File: config.mk
export PLATFORM = sky130hd
export DESIGN_NAME = mem_arbiter
export DESIGN_NICKNAME = d
export VERILOG_FILES = /design/src/rtl/mem_arbiter_pkg.sv /design/src/rtl/mem_load_ext.sv /design/src/rtl/mem_arbiter.sv
export SDC_FILE = /design/constraint.sdc
export NUM_CORES = 1
export LEC_CHECK = 0
export ABC_AREA = 1
export CAP_MARGIN = 20
export CELL_PAD_IN_SITES_DETAIL_PLACEMENT = 1
export CELL_PAD_IN_SITES_GLOBAL_PLACEMENT = 1
export CORE_AREA = 2 2 195 197
export DETAILED_ROUTE_END_ITERATION = 12
export DIE_AREA = 0 0 197 199
export HOLD_SLACK_MARGIN = 0.03
export PLACE_DENSITY = 0.87
export SLEW_MARGIN = 25
export SYNTH_ARGS = -nofsm -noshare
export SYNTH_HDL_FRONTEND = slang
export SYNTH_SLANG_ARGS = --single-unit
File: constraint.sdc
create_clock -name clk -period 5.8 [get_ports clk]
set_input_delay 1.45 -clock clk [delete_from_list [all_inputs] [get_ports clk]]
set_output_delay 1.45 -clock clk [all_outputs]
set_load 0.02 [all_outputs]
File: src/rtl/mem_arbiter_pkg.sv
// rtl/mem_arbiter_pkg.sv - shared types, size codes and load-extension helpers for mem_arbiter
package mem_arbiter_pkg;

  localparam logic [63:0] PMEM_START         = 64'h8000_0000;
  localparam int unsigned STARVE_MAX_DEFAULT = 4;

  typedef enum logic [1:0] {
    ST_IDLE = 2'd0,
    ST_REQ  = 2'd1,
    ST_RSP  = 2'd2
  } arb_state_e;

  typedef enum logic {
    OWN_IF = 1'b0,
    OWN_D  = 1'b1
  } owner_e;

  localparam logic [1:0] SIZE_B = 2'd0;
  localparam logic [1:0] SIZE_H = 2'd1;
  localparam logic [1:0] SIZE_W = 2'd2;
  localparam logic [1:0] SIZE_D = 2'd3;

  function automatic logic [63:0] sext(input logic [63:0] v, input logic [1:0] size);
    case (size)
      SIZE_B:  return {{56{v[7]}}, v[7:0]};
      SIZE_H:  return {{48{v[15]}}, v[15:0]};
      SIZE_W:  return {{32{v[31]}}, v[31:0]};
      default: return v;
    endcase
  endfunction

  function automatic logic [63:0] zext(input logic [63:0] v, input logic [1:0] size);
    case (size)
      SIZE_B:  return {56'd0, v[7:0]};
      SIZE_H:  return {48'd0, v[15:0]};
      SIZE_W:  return {32'd0, v[31:0]};
      default: return v;
    endcase
  endfunction

endpackage

File: src/rtl/mem_load_ext.sv
// rtl/mem_load_ext.sv - funct3-driven sign/zero extension of raw memory read data
module mem_load_ext
  import mem_arbiter_pkg::*;
(
  input  logic [63:0] rdata_i,
  input  logic [2:0]  funct3_i,
  output logic [63:0] data_o
);

  always_comb begin
    data_o = funct3_i[2] ? zext(rdata_i, funct3_i[1:0]) : sext(rdata_i, funct3_i[1:0]);
  end

endmodule

File: src/rtl/mem_arbiter.sv
// rtl/mem_arbiter.sv - single-port memory arbiter for ifetch and load/store requesters
// Define MEM_ARB_FAIR_EN to bound ifetch starvation with a consecutive-data-grant counter.
module mem_arbiter
  import mem_arbiter_pkg::*;
#(
  parameter logic [63:0] ADDR_BASE = PMEM_START
`ifdef MEM_ARB_FAIR_EN
  ,
  parameter int unsigned STARVE_MAX = STARVE_MAX_DEFAULT
`endif
) (
  input  logic        clk,
  input  logic        rst,
  input  logic        if_req_i,
  input  logic [63:0] if_addr_i,
  output logic        if_gnt_o,
  output logic        if_rvalid_o,
  output logic [31:0] if_rdata_o,
  input  logic        d_req_i,
  input  logic        d_we_i,
  input  logic [2:0]  d_funct3_i,
  input  logic [63:0] d_addr_i,
  input  logic [63:0] d_wdata_i,
  output logic        d_gnt_o,
  output logic        d_rvalid_o,
  output logic [63:0] d_rdata_o,
  output logic        m_req_o,
  output logic        m_we_o,
  output logic [63:0] m_addr_o,
  output logic [1:0]  m_size_o,
  output logic [63:0] m_wdata_o,
  input  logic        m_ready_i,
  input  logic        m_rvalid_i,
  input  logic [63:0] m_rdata_i
);

  arb_state_e  state_q, state_d;
  owner_e      owner_q, owner_d;
  logic [63:0] addr_q, addr_d;
  logic [63:0] wdata_q, wdata_d;
  logic [2:0]  funct3_q, funct3_d;
  logic        we_q, we_d;
  logic        pick_data;
  logic        force_if;
  logic        in_req, in_rsp;
  logic [63:0] ext_data;

`ifdef MEM_ARB_FAIR_EN
  localparam int unsigned     CNT_W      = (STARVE_MAX < 1) ? 1 : $clog2(STARVE_MAX + 1);
  localparam logic [CNT_W-1:0] STARVE_LIM = CNT_W'(STARVE_MAX);

  logic [CNT_W-1:0] starve_q, starve_d;

  always_comb begin
    starve_d = starve_q;
    if (!if_req_i || if_gnt_o) begin
      starve_d = '0;
    end else if (d_gnt_o && starve_q != STARVE_LIM) begin
      starve_d = starve_q + CNT_W'(1);
    end
  end

  always_ff @(posedge clk or posedge rst) begin
    if (rst) begin
      starve_q <= '0;
    end else begin
      starve_q <= starve_d;
    end
  end

  assign force_if = if_req_i && (starve_q == STARVE_LIM);
`else
  assign force_if = 1'b0;
`endif

  assign pick_data = d_req_i && !force_if;

  // Ifetch is encoded as an unsigned word access so the latched funct3 also supplies m_size_o.
  always_comb begin
    state_d  = state_q;
    owner_d  = owner_q;
    addr_d   = addr_q;
    wdata_d  = wdata_q;
    funct3_d = funct3_q;
    we_d     = we_q;
    case (state_q)
      ST_IDLE: begin
        if (d_req_i || if_req_i) begin
          state_d = ST_REQ;
          if (pick_data) begin
            owner_d  = OWN_D;
            addr_d   = d_addr_i - ADDR_BASE;
            wdata_d  = d_wdata_i;
            funct3_d = d_funct3_i;
            we_d     = d_we_i;
          end else begin
            owner_d  = OWN_IF;
            addr_d   = if_addr_i - ADDR_BASE;
            wdata_d  = 64'd0;
            funct3_d = {1'b1, SIZE_W};
            we_d     = 1'b0;
          end
        end
      end
      ST_REQ: begin
        if (m_ready_i) state_d = ST_RSP;
      end
      ST_RSP: begin
        if (m_rvalid_i) state_d = ST_IDLE;
      end
      default: state_d = ST_IDLE;
    endcase
  end

  always_ff @(posedge clk or posedge rst) begin
    if (rst) begin
      state_q  <= ST_IDLE;
      owner_q  <= OWN_IF;
      addr_q   <= 64'd0;
      wdata_q  <= 64'd0;
      funct3_q <= 3'd0;
      we_q     <= 1'b0;
    end else begin
      state_q  <= state_d;
      owner_q  <= owner_d;
      addr_q   <= addr_d;
      wdata_q  <= wdata_d;
      funct3_q <= funct3_d;
      we_q     <= we_d;
    end
  end

  mem_load_ext u_load_ext (
    .rdata_i  (m_rdata_i),
    .funct3_i (funct3_q),
    .data_o   (ext_data)
  );

  assign in_req = (state_q == ST_REQ);
  assign in_rsp = (state_q == ST_RSP);

  // Memory-port fields are only presented while a request is outstanding.
  assign m_req_o   = in_req;
  assign m_we_o    = in_req && we_q;
  assign m_addr_o  = in_req ? addr_q : 64'd0;
  assign m_size_o  = in_req ? funct3_q[1:0] : 2'd0;
  assign m_wdata_o = in_req ? wdata_q : 64'd0;

  assign if_gnt_o    = in_req && m_ready_i && (owner_q == OWN_IF);
  assign d_gnt_o     = in_req && m_ready_i && (owner_q == OWN_D);
  assign if_rvalid_o = in_rsp && m_rvalid_i && (owner_q == OWN_IF);
  assign d_rvalid_o  = in_rsp && m_rvalid_i && (owner_q == OWN_D);

  assign if_rdata_o = if_rvalid_o ? m_rdata_i[31:0] : 32'd0;
  assign d_rdata_o  = (d_rvalid_o && !we_q) ? ext_data : 64'd0;

endmodule
==> flow_results.xml <==
<?xml version="1.0" encoding="UTF-8"?>
<metrics>
  <group name="status">
    <metric name="run_status" unit="">finished, final reports clean</metric>
  </group>
  <group name="worst_setup_path">
    <metric name="path_depth" unit="">8</metric>
    <metric name="timing.reg2reg.worst_path_depth" unit="">6</metric>
    <metric name="critical_path_buf_inv_count" unit="">4</metric>
    <metric name="timing.setup.critical_path_class" unit="">primary input to primary output</metric>
    <metric name="path_max_fanout" unit="">35</metric>
    <metric name="slowest_stage" unit="">clkdlybuf4s50_1</metric>
    <metric name="critPathRequiredTime" unit="ns">4.35</metric>
    <metric name="worst_path_dominant_cell_family" unit="">buffers and inverters</metric>
    <metric name="critical-path-max-stage-delay" unit="ns">0.61</metric>
    <metric name="worstSetupStartpointType" unit="">primary input</metric>
    <metric name="worst_setup_path_end_kind" unit="">primary output</metric>
    <metric name="crit_path_cell_trace" unit="">clkdlybuf4s50_1, nand3_1, nor2_1, nand2_2, inv_1, o21ai_0, inv_1, clkdlybuf4s50_1</metric>
    <metric name="worstPathArrival" unit="ns">3.83</metric>
  </group>
  <group name="detailed_routing">
    <metric name="wire_per_inst" unit="um">18.4</metric>
    <metric name="drt_iter0_markers" unit="">399</metric>
    <metric name="dr_total_vias" unit="">10937</metric>
    <metric name="vias_per_cell" unit="">4.59</metric>
    <metric name="remaining_drc_errors" unit="">0</metric>
    <metric name="ant_nets" unit="">0</metric>
    <metric name="routed_wl" unit="um">43900</metric>
    <metric name="drt_pass1_iterations" unit="">5</metric>
  </group>
  <group name="cts">
    <metric name="ctsRootBufferMaster" unit="">clkbuf_16</metric>
    <metric name="worst_skew_pair.late_latency" unit="ns">0.44</metric>
    <metric name="clock_tree.htree_level_count" unit="">4</metric>
    <metric name="tritoncts_num_sinks" unit="">135</metric>
    <metric name="ctsLongestPathBuffers" unit="">2</metric>
    <metric name="clkSlewWorstSetupHoldPaths" unit="ns">0.06</metric>
    <metric name="postCtsResizedCells" unit="">0</metric>
    <metric name="post_cts_buffers" unit="">0</metric>
    <metric name="number_of_clock_buffers_inserted_by_tritoncts" unit="">17</metric>
    <metric name="ctsHoldBuffers" unit="">0</metric>
    <metric name="tritoncts_clock_tree" unit="">done</metric>
  </group>
  <group name="power">
    <metric name="cellInternalPower" unit="mW">3.26</metric>
    <metric name="share_comb_of_total_power" unit="">0.547</metric>
    <metric name="worst_ir_drop_vdd" unit="V">0.000205</metric>
    <metric name="powerDensity" unit="nW/um^2">403</metric>
    <metric name="pwr-share-seq" unit="">0.265</metric>
    <metric name="net_switching_fraction_of_the_power" unit="">0.458</metric>
    <metric name="netSwitchingPower" unit="mW">2.76</metric>
    <metric name="power.total" unit="mW">6.02</metric>
    <metric name="pwr-share-clk" unit="">0.188</metric>
    <metric name="leakage_power_total" unit="nW">6.89</metric>
  </group>
  <group name="sta">
    <metric name="hold-worst-slack" unit="ns">0.487</metric>
    <metric name="grt_setup_unrepaired" unit="">no</metric>
    <metric name="fmax" unit="GHz">0.189</metric>
    <metric name="slew_headroom" unit="">0.331</metric>
    <metric name="period_share" unit="">0.911</metric>
    <metric name="worstMarginPinSlew" unit="ns">1.00</metric>
    <metric name="period_needed" unit="ns">5.28</metric>
    <metric name="final_hold_viol_count" unit="">0</metric>
    <metric name="final-max-slew-violation-count" unit="">0</metric>
    <metric name="timing.clock.skew" unit="ns">0.0122</metric>
    <metric name="final-setup-viol-count" unit="">0</metric>
    <metric name="final.setup.tns" unit="ns">0</metric>
  </group>
  <group name="global_routing">
    <metric name="grt_first_pass_wirelength" unit="um">64900</metric>
    <metric name="initial_antenna_violation_count" unit="">6</metric>
    <metric name="grt_max_degree" unit="">91</metric>
    <metric name="grt.overflow.total" unit="">0</metric>
    <metric name="first_global_vias" unit="">11693</metric>
    <metric name="gr-usage-all-layers" unit="">0.217</metric>
  </group>
  <group name="final_layout">
    <metric name="drive_above_1_share" unit="">0.0551</metric>
    <metric name="layout.nets" unit="">2162</metric>
    <metric name="stdcell_area" unit="um^2">14900</metric>
    <metric name="seq_area" unit="um^2">3380</metric>
    <metric name="mostFrequentLayoutCells" unit="">clkdlybuf4s50_1 (496), nand2_1 (411), nor2_1 (262)</metric>
    <metric name="multi_input_combinational_cell_area" unit="um^2">4290</metric>
    <metric name="syn2layout_area_growth" unit="%">65.7</metric>
    <metric name="mostFrequentLayoutCell" unit="">clkdlybuf4s50_1</metric>
    <metric name="layout.filler_cells" unit="">4669</metric>
  </group>
  <group name="die">
    <metric name="ios" unit="">498</metric>
    <metric name="coreArea" unit="um^2">37100</metric>
    <metric name="fp-row-count" unit="">71</metric>
    <metric name="initial_core_util" unit="">0.243</metric>
    <metric name="die_area" unit="um^2">39200</metric>
    <metric name="die-height" unit="um">199</metric>
    <metric name="floorplan.die.width" unit="um">197</metric>
  </group>
  <group name="logic_synthesis">
    <metric name="syn-num-nets" unit="">1711</metric>
    <metric name="synth-seq-cells" unit="">135</metric>
    <metric name="synth_instances" unit="">1444</metric>
    <metric name="synth.area.top_cells" unit="">dfrtp_1 (38%), nand2_1 (17%), nor2_1 (11%)</metric>
    <metric name="yosysWarningCount" unit="">0</metric>
    <metric name="mappedNetlistArea" unit="um^2">9010</metric>
    <metric name="synth_largest_type_area_fraction" unit="">0.375</metric>
    <metric name="synth_cell_types" unit="">34</metric>
    <metric name="syn-mean-instance-area" unit="um^2">6.24</metric>
    <metric name="synthDominantAreaCellType" unit="">dfrtp_1</metric>
    <metric name="sequential_area_share_after_synthesis" unit="">0.375</metric>
  </group>
  <group name="place">
    <metric name="detailed_place_hpwl" unit="um">34200</metric>
    <metric name="placed_area" unit="um^2">14300</metric>
    <metric name="port-buffer-count" unit="">497</metric>
    <metric name="globalplace.congestion" unit="">0.863</metric>
  </group>
  <group name="min_path">
    <metric name="worstHoldPathType" unit="">register to register</metric>
    <metric name="min_path_cells" unit="">2</metric>
  </group>
  <group name="run">
    <metric name="max_cap_viol_count" unit="">0</metric>
  </group>
</metrics>
## path summary, 6_finish.rpt
path	start	endpoint	slack (ns)
min in group asynchronous	rst	wdata_q[10]	1.48
worst min register to register	addr_q[58]	addr_q[58]	0.49
worst max register to register	state_q[1]	addr_q[53]	3.06
worst max-delay path	m_rvalid_i	d_rdata_o[11]	0.52
max in group asynchronous	rst	addr_q[39]	3.31
worst min-delay path	addr_q[58]	addr_q[58]	0.49
## power groups by stage
stage / Clock, mW / Combinational, mW / Sequential, mW
floorplan: 0 / 1.84 / 1.52
global placement: 0 / 3.24 / 1.58
detailed placement: 0 / 3.31 / 1.62
CTS: 1.16 / 3.34 / 1.60
global route: 1.18 / 3.59 / 1.65
finish: 1.13 / 3.29 / 1.60
## kinds of logic after synthesis
| group | after synthesis | synth area share |
|---|---|---|
| AO/OA/AOI/OAI | 196 | 0.116 |
| XOR/XNOR | 1 | 0.000973 |
| buffers and inverters | 336 | 0.150 |
| flip-flops | 135 | 0.375 |
| AND/OR/NAND/NOR | 775 | 0.357 |
| adder cells (fa/ha/maj) | 1 | 0.00139 |
## cell type report
cell class,count,share of cell area
Clock inverter,14,0.0110
Tap cell,474,0.0397
Multi-Input combinational cell,973,0.287
Antenna cell,3,0.000503
Timing Repair Buffer,509,0.341
Clock buffer,17,0.0285
Inverter,259,0.0658
Sequential cell,135,0.226
## cells in the mapped netlist
library cell and instances:
dfrtp_1 135, nor2_1 262, nand3_2 1, a21oi_1 51
xnor2_1 1, inv_2 3, buf_4 3, buf_6 2
buf_1 2, a31oi_1 32, o21ai_4 1, nand2_4 10
and2_1 1, o21a_1 1, nor2_2 13, nand4_1 2
buf_12 2, nor3_1 1, nand3_1 40, o21ai_0 75
nand2_2 20, inv_1 255, clkbuf_4 1, clkbuf_1 48
o22ai_1 7, nand2_1 412, nand3_4 1, o21ai_1 29
ha_1 1, or2_2 1, nor2_4 7, buf_2 19
nand3b_1 4, clkinv_1 1
## tightest hold or removal path, stage by stage (launching register included)
cell,delay (ns)
dfrtp_1,0.35
nand2_1,0.06
nand2_1,0.05
## stage by stage
step | setup WS (ns) | std cells | utilization
finish | 0.517 | 2384 | 0.402
global route | 0.303 | 2384 | 0.402
CTS | 0.528 | 2380 | 0.401
detailed placement | 0.532 | 2349 | 0.385
global placement | 0.590 | 2349 | 0.385
floorplan | 0.739 | 1444 | -
## layer usage
| layer | routed length (um) | GRT usage | up-vias |
|---|---|---|---|
| met4 | 2200 | 0.113 | 6 |
| met2 | 22100 | 0.390 | 380 |
| met3 | 2490 | 0.0548 | 113 |
| li1 | - | - | 5220 |
| met5 | 38 | 0 | - |
| met1 | 17100 | 0.235 | 5218 |
## sequential cells by signal, indices dropped and copies added, names as in the netlist
name      count
addr_q       64
funct3_q      3
we_q          1
owner_q       1
state_q       2
wdata_q      64
No activity file was read; power rests on OpenSTA's default activity.
